`config.mk`:
```
export PLATFORM = sky130hd
export DESIGN_NAME = branch_redirect_ctrl
export DESIGN_NICKNAME = d
export VERILOG_FILES = /design/src/rtl/branch_pkg.sv /design/src/rtl/branch_target_gen.sv /design/src/rtl/branch_redirect_ctrl.sv
export SDC_FILE = /design/constraint.sdc
export NUM_CORES = 1
export LEC_CHECK = 0
export CORE_MARGIN = 2
export CORE_UTILIZATION = 66
export CTS_CLUSTER_DIAMETER = 100
export DETAILED_ROUTE_END_ITERATION = 10
export DONT_BUFFER_PORTS = 1
export PLACE_DENSITY = 0.81
export SYNTH_ARGS = -nofsm -noshare
export SYNTH_HDL_FRONTEND = slang
export SYNTH_SLANG_ARGS = --single-unit
```
`constraint.sdc`:
```
create_clock -name clk -period 3.7 [get_ports clk]
set_input_delay 0.74 -clock clk [delete_from_list [all_inputs] [get_ports clk]]
set_output_delay 0.74 -clock clk [all_outputs]
set_load 0.02 [all_outputs]
```
`src/rtl/branch_pkg.sv`:
```
// Shared constants for the branch redirect controller: branch_type bit positions,
// FSM state encoding and the default reset PC.
package branch_pkg;

    localparam int unsigned BT_PC4   = 0;
    localparam int unsigned BT_BTYPE = 1;
    localparam int unsigned BT_JAL   = 2;
    localparam int unsigned BT_JALR  = 3;

    localparam logic [1:0] ST_IDLE  = 2'd0;
    localparam logic [1:0] ST_RUN   = 2'd1;
    localparam logic [1:0] ST_FLUSH = 2'd2;

    localparam logic [31:0] DEFAULT_RESET_PC = 32'h0000_0000;

endpackage

```
`src/rtl/branch_target_gen.sv`:
```
// Combinational redirect target: priority select jalr > jal > btype plus the target adder.
// misaligned_o flags a target whose low two bits are non-zero after the jalr bit0 clear.
module branch_target_gen
    import branch_pkg::*;
(
    input  logic [3:0]  branch_type_i,
    input  logic [31:0] ex_pc_i,
    input  logic [31:0] imm_i,
    input  logic [31:0] rs1_i,
    output logic        taken_o,
    output logic [31:0] target_o,
    output logic        misaligned_o
);

    logic [31:0] jalr_sum;
    logic        unused_pc4;

    // pc4 only ever means "fall through", so it never contributes to the target.
    assign unused_pc4 = branch_type_i[BT_PC4];

    assign jalr_sum = rs1_i + imm_i;
    assign taken_o  = branch_type_i[BT_JALR] | branch_type_i[BT_JAL] | branch_type_i[BT_BTYPE];

    always_comb begin
        target_o = ex_pc_i + imm_i;
        if (branch_type_i[BT_JALR]) begin
            target_o = {jalr_sum[31:1], 1'b0};
        end
    end

    assign misaligned_o = |target_o[1:0];

endmodule

```
`src/rtl/branch_redirect_ctrl.sv`:
```
// Fetch PC sequencer: advances the PC on fetch accept, loads execute-stage redirects and
// holds flush_o for FLUSH_CYCLES cycles. Optional trap on misaligned targets: BRANCH_MISALIGN_TRAP_EN.
module branch_redirect_ctrl
    import branch_pkg::*;
#(
    parameter logic [31:0] RESET_PC     = DEFAULT_RESET_PC,
    parameter int unsigned FLUSH_CYCLES = 2,
    parameter logic [31:0] TRAP_VEC     = 32'h0000_0100
) (
    input  logic        clk,
    input  logic        rst_n,
    input  logic        ex_valid_i,
    input  logic [3:0]  branch_type_i,
    input  logic [31:0] ex_pc_i,
    input  logic [31:0] imm_i,
    input  logic [31:0] rs1_i,
    input  logic        stall_i,
    input  logic        if_ready_i,
    output logic [31:0] pc_o,
    output logic        pc_valid_o,
    output logic        flush_o,
    output logic        redirect_o,
    output logic        misalign_o
);

    localparam logic [2:0] FLUSH_LOAD = 3'(FLUSH_CYCLES - 1);

    logic [1:0]  state_q, state_d;
    logic [2:0]  cnt_q, cnt_d;
    logic [31:0] pc_q, pc_d;
    logic        redirect_q;
    logic        bt_taken;
    logic [31:0] tgt;
    logic        tgt_misaligned;
    logic [31:0] redirect_pc;
    logic        redirect_now;
    logic        accept;

    branch_target_gen u_target_gen (
        .branch_type_i (branch_type_i),
        .ex_pc_i       (ex_pc_i),
        .imm_i         (imm_i),
        .rs1_i         (rs1_i),
        .taken_o       (bt_taken),
        .target_o      (tgt),
        .misaligned_o  (tgt_misaligned)
    );

    // Branches are only sampled in RUN; during FLUSH the EX stage holds squashed work.
    assign redirect_now = (state_q == ST_RUN) & ex_valid_i & ~stall_i & bt_taken;
    assign accept       = pc_valid_o & if_ready_i & ~stall_i;

`ifdef BRANCH_MISALIGN_TRAP_EN
    logic misalign_q;

    always_ff @(posedge clk) begin
        if (!rst_n) begin
            misalign_q <= 1'b0;
        end else begin
            misalign_q <= redirect_now & tgt_misaligned;
        end
    end

    assign redirect_pc = tgt_misaligned ? TRAP_VEC : tgt;
    assign misalign_o  = misalign_q;
`else
    logic unused_trap;

    assign unused_trap = ^{TRAP_VEC, tgt[1:0], tgt_misaligned};
    assign redirect_pc = {tgt[31:2], 2'b00};
    assign misalign_o  = 1'b0;
`endif

    always_comb begin
        state_d = state_q;
        cnt_d   = cnt_q;
        pc_d    = pc_q;
        unique case (state_q)
            ST_IDLE: begin
                state_d = ST_RUN;
            end
            ST_RUN: begin
                if (redirect_now) begin
                    pc_d    = redirect_pc;
                    state_d = ST_FLUSH;
                    cnt_d   = FLUSH_LOAD;
                end else if (accept) begin
                    pc_d = pc_q + 32'd4;
                end
            end
            ST_FLUSH: begin
                if (accept) begin
                    pc_d = pc_q + 32'd4;
                end
                // The counter runs even under stall so the flush length stays fixed.
                if (cnt_q == 3'd0) begin
                    state_d = ST_RUN;
                end else begin
                    cnt_d = cnt_q - 3'd1;
                end
            end
            default: begin
                state_d = ST_IDLE;
                cnt_d   = 3'd0;
            end
        endcase
    end

    always_ff @(posedge clk) begin
        if (!rst_n) begin
            state_q    <= ST_IDLE;
            cnt_q      <= 3'd0;
            pc_q       <= RESET_PC;
            redirect_q <= 1'b0;
        end else begin
            state_q    <= state_d;
            cnt_q      <= cnt_d;
            pc_q       <= pc_d;
            redirect_q <= redirect_now;
        end
    end

    assign pc_o       = pc_q;
    assign pc_valid_o = (state_q != ST_IDLE);
    assign flush_o    = (state_q == ST_FLUSH);
    assign redirect_o = redirect_q;

endmodule

```
==> flow_metrics.py, run 1 <==
metrics = {
    "outcome": {
        "run_status": "complete, no violations",
    },
    "job": {
        "drv_cap": 0,
    },
    "sta": {
        "worst_slew_pin_slew_ns": 0.830,
        "final-setup-viol-count": 0,
        "unrepaired_setup_endpoints_after_global_routing": "no",
        "timing.final.max_slew_violations": 0,
        "final.setup.worst_slack_ns": 0.577,
        "max_freq_mhz": 320,
        "relative_slew_margins_pct": 44.6,
        "setup_tns_ns": 0,
        "report.final.hold_viol_count": 0,
        "worst_clock_skew_ns": 0.00556,
        "timing.final.crit_period_ns": 3.12,
        "post-route-period-util_pct": 84.4,
    },
    "placed_design": {
        "portBuffers": 0,
        "dp_cells": 807,
        "detailed_place_hpwl_um": 11900,
        "place_congestion": 0.907,
        "place_worst_setup_slack_ns": 0.277,
    },
    "route": {
        "post_detailed_route_via_to_cell_ratio": 6.73,
        "post_drt_wl_per_cell_um": 18.4,
        "route.final.wire_length_um": 15000,
        "drt-pass1-iter-count": 5,
        "vias": 5489,
        "drt_iter0_drc": 287,
        "postRouteAntennaNets": 0,
        "drc": 0,
    },
    "synth": {
        "synthesis.yosys.warnings": 0,
        "synth_cell_types": 82,
        "synthArstFlopShare_pct": 0,
        "synthTopCellsByArea": "sky130_fd_sc_hd__ha_1 (15%), sky130_fd_sc_hd__dfxtp_1 (13%), sky130_fd_sc_hd__a21oi_1 (7.9%), sky130_fd_sc_hd__xnor2_1 (5.7%), sky130_fd_sc_hd__a21o_1 (4.9%)",
        "synth_most_common_cell": "sky130_fd_sc_hd__a21oi_1",
        "synthesis.instances": 726,
        "ys.flop_type": "sky130_fd_sc_hd__dfxtp_1",
        "synth-seq-area-share_pct": 13.5,
        "synthesis.area_sq_mm": 0.00534,
        "synth.top_cells.by_count": "sky130_fd_sc_hd__a21oi_1 (84), sky130_fd_sc_hd__ha_1 (66), sky130_fd_sc_hd__nand2_1 (66)",
        "proportion_of_netlist_area_held_by_the_largest_area_contributor_pct": 15.5,
        "synth_enable_flop_cells": 0,
        "postSynthRegisterBits": 36,
        "avgSynthCellArea_sq_um": 7.36,
        "synth_top_cell_by_area": "sky130_fd_sc_hd__ha_1",
    },
    "global_route": {
        "track_usage_pct": 32.9,
        "grt_antenna_before_repair": 0,
        "grt.overflow.total": 0,
        "via_count_of_the_first_global_routing_pass": 4989,
        "grt_start_max_net_pins": 50,
        "grt_pass1_wl_um": 23700,
    },
    "finish": {
        "n_diodes": 0,
        "layout-drive-gt1-share_pct": 5.75,
        "post_layout_nonfiller_instances": 815,
        "design.final.nets": 883,
        "area_delta_synth_final_pct": 2.62,
        "nFillCells": 690,
        "multiInputGateArea_sq_mm": 0.00439,
        "regArea_sq_um": 721,
    },
    "die": {
        "fp.dieH_um": 94.0,
        "io-pin-count": 141,
        "fp.coreArea_sq_mm": 0.00777,
        "die_width_um": 94.0,
        "std_cell_rows": 32,
        "initial_standard_cell_utilization_of_the_core_pct": 68.8,
        "die_area_sq_mm": 0.00883,
    },
    "critical_path": {
        "critPathLaunchType": "input pin",
        "worstPathMaxFanout": 4,
        "critical_path_required_ns": 3.85,
        "timing.critical_path.to_type": "flop",
        "worstSetupPathType": "input pin to flop",
        "worstPathArrival_ns": 3.28,
        "stage_delay_of_the_slowest_cell_on_the_critical_path_ns": 0.44,
        "timing.critical_path.slowest_stage_cell": "sky130_fd_sc_hd__a2111oi_0",
        "cp_cell_sequence": "ha_1 > o21ai_0 > a22oi_2 > a31o_1 > a221o_1 > a31o_2 > a21oi_4 > xnor2_1 > mux2i_1 > a2111oi_0",
    },
    "clocking": {
        "cts_tree": "yes",
        "worstSkewPairLatency_ns": 0.29,
        "cts.clk_slew.worst_paths_ns": 0.07,
        "total_cts_buffers": 5,
        "cts_post_setup_buffers_inserted": 0,
        "clkSinkCount": 36,
        "cts_hold_buf": 0,
        "post_cts_resize_count": 0,
        "cts_root_buffer": "sky130_fd_sc_hd__clkbuf_8",
        "clk_path_buf_depth": 2,
        "clock_tree.htree_level_count": 2,
    },
    "min_path": {
        "hp-class": "flop to flop",
    },
    "pwr": {
        "power.ir.vdd_worst_uv": 121,
        "powerDensity_mw_per_mm2": 276,
        "total_leakage_power_uw": 0.00222,
    },
}
## stage by stage
step                area, sq um  total power (uW)  hold WS (ns)  util, %
global placement           5390              1190         0.457     69.4
floorplan                  5350              1060         0.446        -
global route               5480              1600         0.507     70.6
CTS                        5480              1490         0.481     70.6
finish                     5480              1510         0.482     70.6
detailed placement         5390              1210         0.473     69.4
## path summary, 6_finish.rpt
check | startpoint | end | slack [ns] | depth (start not counted)
max | ex_pc_i[2] | pc_o[22]$_SDFFE_PN0P_ | 0.58 | 10
max reg2reg | state_q[0]$_SDFFE_PN0P_ | pc_o[29]$_SDFFE_PN0P_ | 0.84 | 10
min | cnt_q[1]$_SDFFE_PN0P_ | cnt_q[1]$_SDFFE_PN0P_ | 0.48 | 2
min reg2reg | cnt_q[1]$_SDFFE_PN0P_ | cnt_q[1]$_SDFFE_PN0P_ | 0.48 | 2
## where the power goes
| part | switching, uW | internal, uW |
|---|---|---|
| Sequential | 39.5 | 405 |
| Combinational | 469 | 309 |
| Clock | 139 | 152 |
## kinds of logic after synthesis
logic type / after synthesis / share of synthesized area (%)
buf+inv: 56 / 4.52
simple gates: 235 / 22.8
mux: 4 / 0.773
compound gates: 281 / 35.1
flops: 36 / 13.5
fa+ha+maj: 66 / 15.5
xor+xnor: 47 / 7.71
other cells: 1 / 0.0702
## critical path: cells and delay by family
| family | cells | cell delay, ns |
|---|---|---|
| XOR/XNOR | 1 | 0.17 |
| multiplexers | 1 | 0.12 |
| adder cells (fa/ha/maj) | 1 | 0.34 |
| AO/OA/AOI/OAI | 7 | 1.91 |
## area by class of cell
type | instances | area share, %
clock buffer | 8 | 1.64
inverter | 28 | 2.17
multi-input combinational | 636 | 80.0
tap | 102 | 2.33
sequential | 36 | 13.1
timing repair buffer | 5 | 0.685
## cells in the final DEF, fill, tap and decap left out, types with 7 or more instances in the layout
cell                       instances
sky130_fd_sc_hd__o31ai_1           7
sky130_fd_sc_hd__dfxtp_1          36
sky130_fd_sc_hd__a211oi_1          9
sky130_fd_sc_hd__a21oi_1          84
sky130_fd_sc_hd__and2_1            7
sky130_fd_sc_hd__nand4_1          14
sky130_fd_sc_hd__ha_1             66
sky130_fd_sc_hd__nand2_1          66
sky130_fd_sc_hd__nand3_1          20
sky130_fd_sc_hd__a21o_1           35
sky130_fd_sc_hd__inv_1            27
sky130_fd_sc_hd__nor3_1           19
sky130_fd_sc_hd__xnor2_1          35
sky130_fd_sc_hd__xor2_1           12
sky130_fd_sc_hd__nor2_1           57
sky130_fd_sc_hd__and3_1           11
sky130_fd_sc_hd__o21a_1            8
sky130_fd_sc_hd__o21ai_0          45
sky130_fd_sc_hd__a31oi_1          13
sky130_fd_sc_hd__o21ai_1          10
## state kept, by name, summed over array words and instances (netlist names)
| signal | flops |
|---|---|
| cnt_q | 3 |
| pc_o | 30 |
| redirect_o | 1 |
| state_q | 2 |
## metal layers
metal  global-route usage (%)  vias to the layer above  part of all wire, %
li1                         -                     2709                    -
met2                     51.8                      261                   44
met4                     7.00                        0                 0.88
met1                     47.1                     2506                   46
met5                        0                        -                    0
met3                     5.38                       13                  9.6
Power figures use the tool's default switching activity.
==> inputs of run 2 (changes only) <==
==> constraint.sdc (replaced) <==
create_clock -name clk -period 3.18 [get_ports clk]
set_input_delay 0.636 -clock clk [delete_from_list [all_inputs] [get_ports clk]]
set_output_delay 0.636 -clock clk [all_outputs]
set_load 0.02 [all_outputs]
==> run 2 against run 1 <==
Core utilization is 1.1 points higher. Sequential share of layout area is 0.21 points lower. Power is 19% higher. Worst hold slack worse by 0.015 ns. Critical path type unchanged. Critical endpoint unchanged. Largest cell class unchanged. Highest routed layer unchanged.
==> flow_metrics.py, run 2 (synthesis results as in run 1) <==
metrics = {
    "global_route": {
        "grt_pass1_wl_um": 23500,
        "track_usage_pct": 32.8,
        "grt_start_max_net_pins": 50,
        "grt.overflow.total": 0,
        "via_count_of_the_first_global_routing_pass": 5040,
        "grt_antenna_before_repair": 0,
    },
    "critical_path": {
        "stage_delay_of_the_slowest_cell_on_the_critical_path_ns": 0.37,
        "timing.critical_path.slowest_stage_cell": "sky130_fd_sc_hd__a2111oi_0",
        "worstPathMaxFanout": 4,
        "critical_path_required_ns": 3.35,
        "critPathLaunchType": "input pin",
        "timing.critical_path.max_delay_family": "compound AO/OA/AOI/OAI gates",
        "worstPathArrival_ns": 3.09,
        "cp_cell_sequence": "ha_1 > o21ai_0 > a22oi_2 > a31o_1 > a221o_1 > a31o_2 > a21oi_4 > xnor2_1 > mux2i_1 > a2111oi_0",
        "worstSetupPathType": "input pin to flop",
        "path_buf_inv": 0,
        "timing.critical_path.to_type": "flop",
    },
    "die": {
        "die_width_um": 94.0,
        "std_cell_rows": 32,
        "fp.dieH_um": 94.0,
        "fp.coreArea_sq_mm": 0.00777,
        "io-pin-count": 141,
        "initial_standard_cell_utilization_of_the_core_pct": 68.8,
        "die_area_sq_mm": 0.00883,
    },
    "sta": {
        "unrepaired_setup_endpoints_after_global_routing": "no",
        "final-setup-viol-count": 0,
        "worst_clock_skew_ns": 0.00862,
        "timing.final.max_slew_violations": 0,
        "post-route-period-util_pct": 91.6,
        "report.final.hold_viol_count": 0,
        "setup_tns_ns": 0,
        "relative_slew_margins_pct": 44.3,
        "timing.final.crit_period_ns": 2.91,
        "max_freq_mhz": 343,
        "worst_slew_pin_slew_ns": 0.835,
    },
    "finish": {
        "largest_reg_flops": 30,
        "nFillCells": 656,
        "area_delta_synth_final_pct": 4.29,
        "layout-drive-gt1-share_pct": 7.33,
        "post_layout_nonfiller_instances": 825,
        "finish.instance_area_sq_mm": 0.00557,
        "design.final.nets": 894,
        "n_diodes": 0,
        "mostFrequentLayoutCells": "sky130_fd_sc_hd__a21oi_1 (84), sky130_fd_sc_hd__nand2_1 (66), sky130_fd_sc_hd__ha_1 (66), sky130_fd_sc_hd__nor2_1 (57), sky130_fd_sc_hd__o21ai_0 (45)",
        "final_common_cell": "sky130_fd_sc_hd__a21oi_1",
    },
    "pwr": {
        "powerDensity_mw_per_mm2": 322,
        "power.ir.vdd_worst_uv": 150,
        "total_leakage_power_uw": 0.00228,
    },
    "clocking": {
        "cts_post_setup_buffers_inserted": 0,
        "cts.clk_slew.worst_paths_ns": 0.06,
        "cts_hold_buf": 0,
        "cts_root_buffer": "sky130_fd_sc_hd__clkbuf_8",
        "clock_tree.htree_level_count": 2,
        "post_cts_resize_count": 0,
        "clkSinkCount": 36,
        "clk_path_buf_depth": 2,
        "worstSkewPairLatency_ns": 0.30,
        "total_cts_buffers": 5,
        "cts_tree": "yes",
    },
    "placed_design": {
        "place_congestion": 0.911,
        "dp_cells": 818,
        "portBuffers": 0,
        "dpl-instance-area_sq_mm": 0.00547,
        "detailed_place_hpwl_um": 12000,
    },
    "min_path": {
        "hp-class": "input pin to flop",
    },
    "route": {
        "drt_iter0_drc": 344,
        "route.final.wire_length_um": 14900,
        "post_drt_wl_per_cell_um": 18.1,
        "vias": 5567,
        "post_detailed_route_via_to_cell_ratio": 6.75,
        "postRouteAntennaNets": 0,
        "drc": 0,
        "drt-pass1-iter-count": 5,
    },
    "job": {
        "drv_cap": 0,
    },
    "outcome": {
        "run_status": "complete, no violations",
    },
}
-- run 2: metal layers --
metal | wire length, um | share of wire (%) | track usage, %
met5 | 0 | 0 | 0
met4 | 222 | 1.5 | 7.97
met3 | 1560 | 10 | 7.30
met2 | 6580 | 44 | 51.6
met1 | 6540 | 44 | 45.4
-- run 2: final timing paths --
path / startpoint / end / slack, ns / cells past startpoint
worst max-delay path: ex_pc_i[2] / pc_o[22]$_SDFFE_PN0P_ / 0.27 / 10
worst min-delay path: rst_n / pc_o[19]$_SDFFE_PN0P_ / 0.47 / 2
worst max register to register: state_q[0]$_SDFFE_PN0P_ / pc_o[30]$_SDFFE_PN0P_ / 0.35 / 11
worst min register to register: cnt_q[1]$_SDFFE_PN0P_ / cnt_q[1]$_SDFFE_PN0P_ / 0.47 / 2
-- run 2: stage by stage --
stage               total power, uW  utilization, %  setup slack (ns)  hold slack, ns
detailed placement             1430            70.5           -0.0224           0.461
finish                         1800            71.7             0.266           0.467
CTS                            1780            71.7             0.279           0.459
global placement               1400            70.5            0.0501           0.457
floorplan                      1240               -             0.199           0.446
global route                   1910            71.7            0.0623           0.460
-- run 2: cell type report --
type,count,area (sq um),area share (%)
sequential,36,721,12.9
tap,102,128,2.29
clock buffer,7,96.3,1.73
multi-input combinational,636,4390,78.8
inverter,28,119,2.13
timing repair buffer,16,120,2.16
-- run 2: power breakdown --
| group | total (uW) | internal, uW | switching, uW |
|---|---|---|---|
| sequential | 518 | 471 | 46.6 |
| combinational | 923 | 374 | 549 |
| clock | 355 | 193 | 162 |
==> inputs of run 3 (changes only) <==
--- a/config.mk
+++ b/config.mk
@@ -10,7 +10,9 @@
 export CTS_CLUSTER_DIAMETER = 100
 export DETAILED_ROUTE_END_ITERATION = 10
 export DONT_BUFFER_PORTS = 1
+export GPL_ROUTABILITY_DRIVEN = 0
 export PLACE_DENSITY = 0.81
+export REMOVE_ABC_BUFFERS = 1
 export SYNTH_ARGS = -nofsm -noshare
 export SYNTH_HDL_FRONTEND = slang
 export SYNTH_SLANG_ARGS = --single-unit
==> run 3 against run 2 <==
Design area grew 1.0%. Sequential power is essentially flat. Worst hold slack lost 0.0056 ns. Clock power is 15% higher. Critical endpoint is now pc_o[30]$_SDFFE_PN0P_. Largest power group unchanged.
==> flow_metrics.py, run 3 (synthesis results as in run 1) <==
metrics = {
    "route": {
        "post_drt_wl_per_cell_um": 17.7,
        "drc": 0,
        "drt-pass1-iter-count": 5,
        "drt_iter0_drc": 366,
        "postRouteAntennaNets": 0,
        "post_detailed_route_via_to_cell_ratio": 6.74,
        "route.final.wire_length_um": 14700,
        "vias": 5607,
    },
    "global_route": {
        "grt_antenna_before_repair": 0,
        "grt.overflow.total": 0,
        "met3_usage_pct": 7.62,
        "grt_pass1_wl_um": 23500,
        "grt.busiest_layer": "met2",
        "gr-usage-met1_pct": 41.6,
        "track_usage_pct": 32.5,
        "via_count_of_the_first_global_routing_pass": 5113,
        "gr-usage-met2_pct": 54.8,
        "grt_start_max_net_pins": 50,
    },
    "pwr": {
        "total_leakage_power_uw": 0.00232,
        "powerDensity_mw_per_mm2": 329,
        "post-layout-total-power_uw": 1850,
        "power.ir.vdd_worst_uv": 178,
    },
    "finish": {
        "largest_reg_flops": 30,
        "area_delta_synth_final_pct": 5.34,
        "design.final.nets": 900,
        "final_common_cell": "sky130_fd_sc_hd__a21oi_1",
        "mostFrequentLayoutCells": "sky130_fd_sc_hd__a21oi_1 (84), sky130_fd_sc_hd__nand2_1 (66), sky130_fd_sc_hd__ha_1 (66), sky130_fd_sc_hd__nor2_1 (57), sky130_fd_sc_hd__o21ai_0 (45)",
        "layout-drive-gt1-share_pct": 8.08,
        "n_diodes": 0,
    },
    "sta": {
        "setup_tns_ns": 0,
        "final.setup.worst_slack_ns": 0.267,
        "relative_slew_margins_pct": 48.3,
        "unrepaired_setup_endpoints_after_global_routing": "no",
        "post-route-period-util_pct": 91.6,
        "worst_slew_pin_slew_ns": 0.774,
        "max_freq_mhz": 343,
        "final-setup-viol-count": 0,
        "timing.final.crit_period_ns": 2.91,
        "timing.final.max_slew_violations": 0,
        "report.final.hold_viol_count": 0,
        "fin_worst_hold_slack_ns": 0.461,
        "worst_clock_skew_ns": 0.00652,
    },
    "clocking": {
        "clk_path_buf_depth": 2,
        "cts_hold_buf": 0,
        "clkSinkCount": 36,
        "worstSkewPairLatency_ns": 0.29,
        "cts.clk_slew.worst_paths_ns": 0.08,
        "cts_tree": "yes",
        "cts_root_buffer": "sky130_fd_sc_hd__clkbuf_8",
        "cts_post_setup_buffers_inserted": 0,
        "total_cts_buffers": 5,
        "post_cts_resize_count": 0,
        "clock_tree.htree_level_count": 2,
    },
    "die": {
        "std_cell_rows": 32,
        "fp.coreArea_sq_mm": 0.00777,
        "io-pin-count": 141,
        "initial_standard_cell_utilization_of_the_core_pct": 68.8,
        "fp.dieH_um": 94.0,
        "die_width_um": 94.0,
        "die_area_sq_mm": 0.00883,
    },
    "critical_path": {
        "timing.critical_path.to_type": "flop",
        "worst_r2r_startpoint": "state_q[0]$_SDFFE_PN0P_",
        "worstSetupStartpoint": "ex_pc_i[5]",
        "critical_path_required_ns": 3.36,
        "worstSetupPathType": "input pin to flop",
        "worstPathArrival_ns": 3.10,
        "critPathLaunchType": "input pin",
        "worstPathMaxFanout": 5,
    },
    "placed_design": {
        "portBuffers": 0,
        "detailed_place_hpwl_um": 11700,
        "place_worst_setup_slack_ns": 0.00713,
    },
    "min_path": {
        "hp-class": "input pin to flop",
        "startpoint_of_the_worst_hold_path": "rst_n",
    },
    "job": {
        "drv_cap": 0,
    },
    "outcome": {
        "run_status": "complete, no violations",
    },
}
## run 3: changes by cell type in the layout (fill, tap and decap cells not counted)
cell,before,now
sky130_fd_sc_hd__bufinv_16,0,1
sky130_fd_sc_hd__clkbuf_1,0,1
sky130_fd_sc_hd__clkinv_2,0,1
sky130_fd_sc_hd__clkbuf_8,7,5
sky130_fd_sc_hd__buf_4,16,22
## run 3: worst paths after layout
check	end	slack, ns	cells past startpoint
worst max register to register	pc_o[30]$_SDFFE_PN0P_	0.35	11
worst max-delay path	pc_o[30]$_SDFFE_PN0P_	0.27	10
worst min-delay path	pc_o[19]$_SDFFE_PN0P_	0.46	2
worst min register to register	cnt_q[1]$_SDFFE_PN0P_	0.48	2
## run 3: metal layers
metal  vias up  wire [um]
met3        23       1340
met4         0        251
met2       257       6800
met5         -          0
li1       2732          -
met1      2595       6310
## run 3: per-stage QoR
step / cell area, sq um / utilization, % / cells
floorplan: 5230 / - / 700
global placement: 5520 / 71.1 / 824
detailed placement: 5520 / 71.1 / 824
CTS: 5630 / 72.4 / 832
global route: 5630 / 72.4 / 832
finish: 5630 / 72.4 / 832
## run 3: worst max-delay path, cell delays in order
cell	delay [ns]
sky130_fd_sc_hd__ha_1	0.33
sky130_fd_sc_hd__and2_1	0.17
sky130_fd_sc_hd__a22oi_1	0.20
sky130_fd_sc_hd__a21oi_1	0.15
sky130_fd_sc_hd__o311a_1	0.42
sky130_fd_sc_hd__o31ai_4	0.32
sky130_fd_sc_hd__o21ai_1	0.22
sky130_fd_sc_hd__a211o_1	0.32
sky130_fd_sc_hd__a31oi_1	0.21
sky130_fd_sc_hd__a21oi_1	0.10
## run 3: layout make-up
type / instances / area [sq um]
inverters: 28 / 119
flip-flops and latches: 36 / 721
multi-input cells: 636 / 4390
repair buffers: 22 / 165
clock buffers: 6 / 72.6
fillers: 677 / 2140
clock inverters: 2 / 35.0
well taps: 102 / 128
## run 3: report_power, final
part,internal (uW),switching (uW),total (uW)
registers,471,47.4,519
clock network,233,176,409
logic,384,539,923
total,1090,763,1850
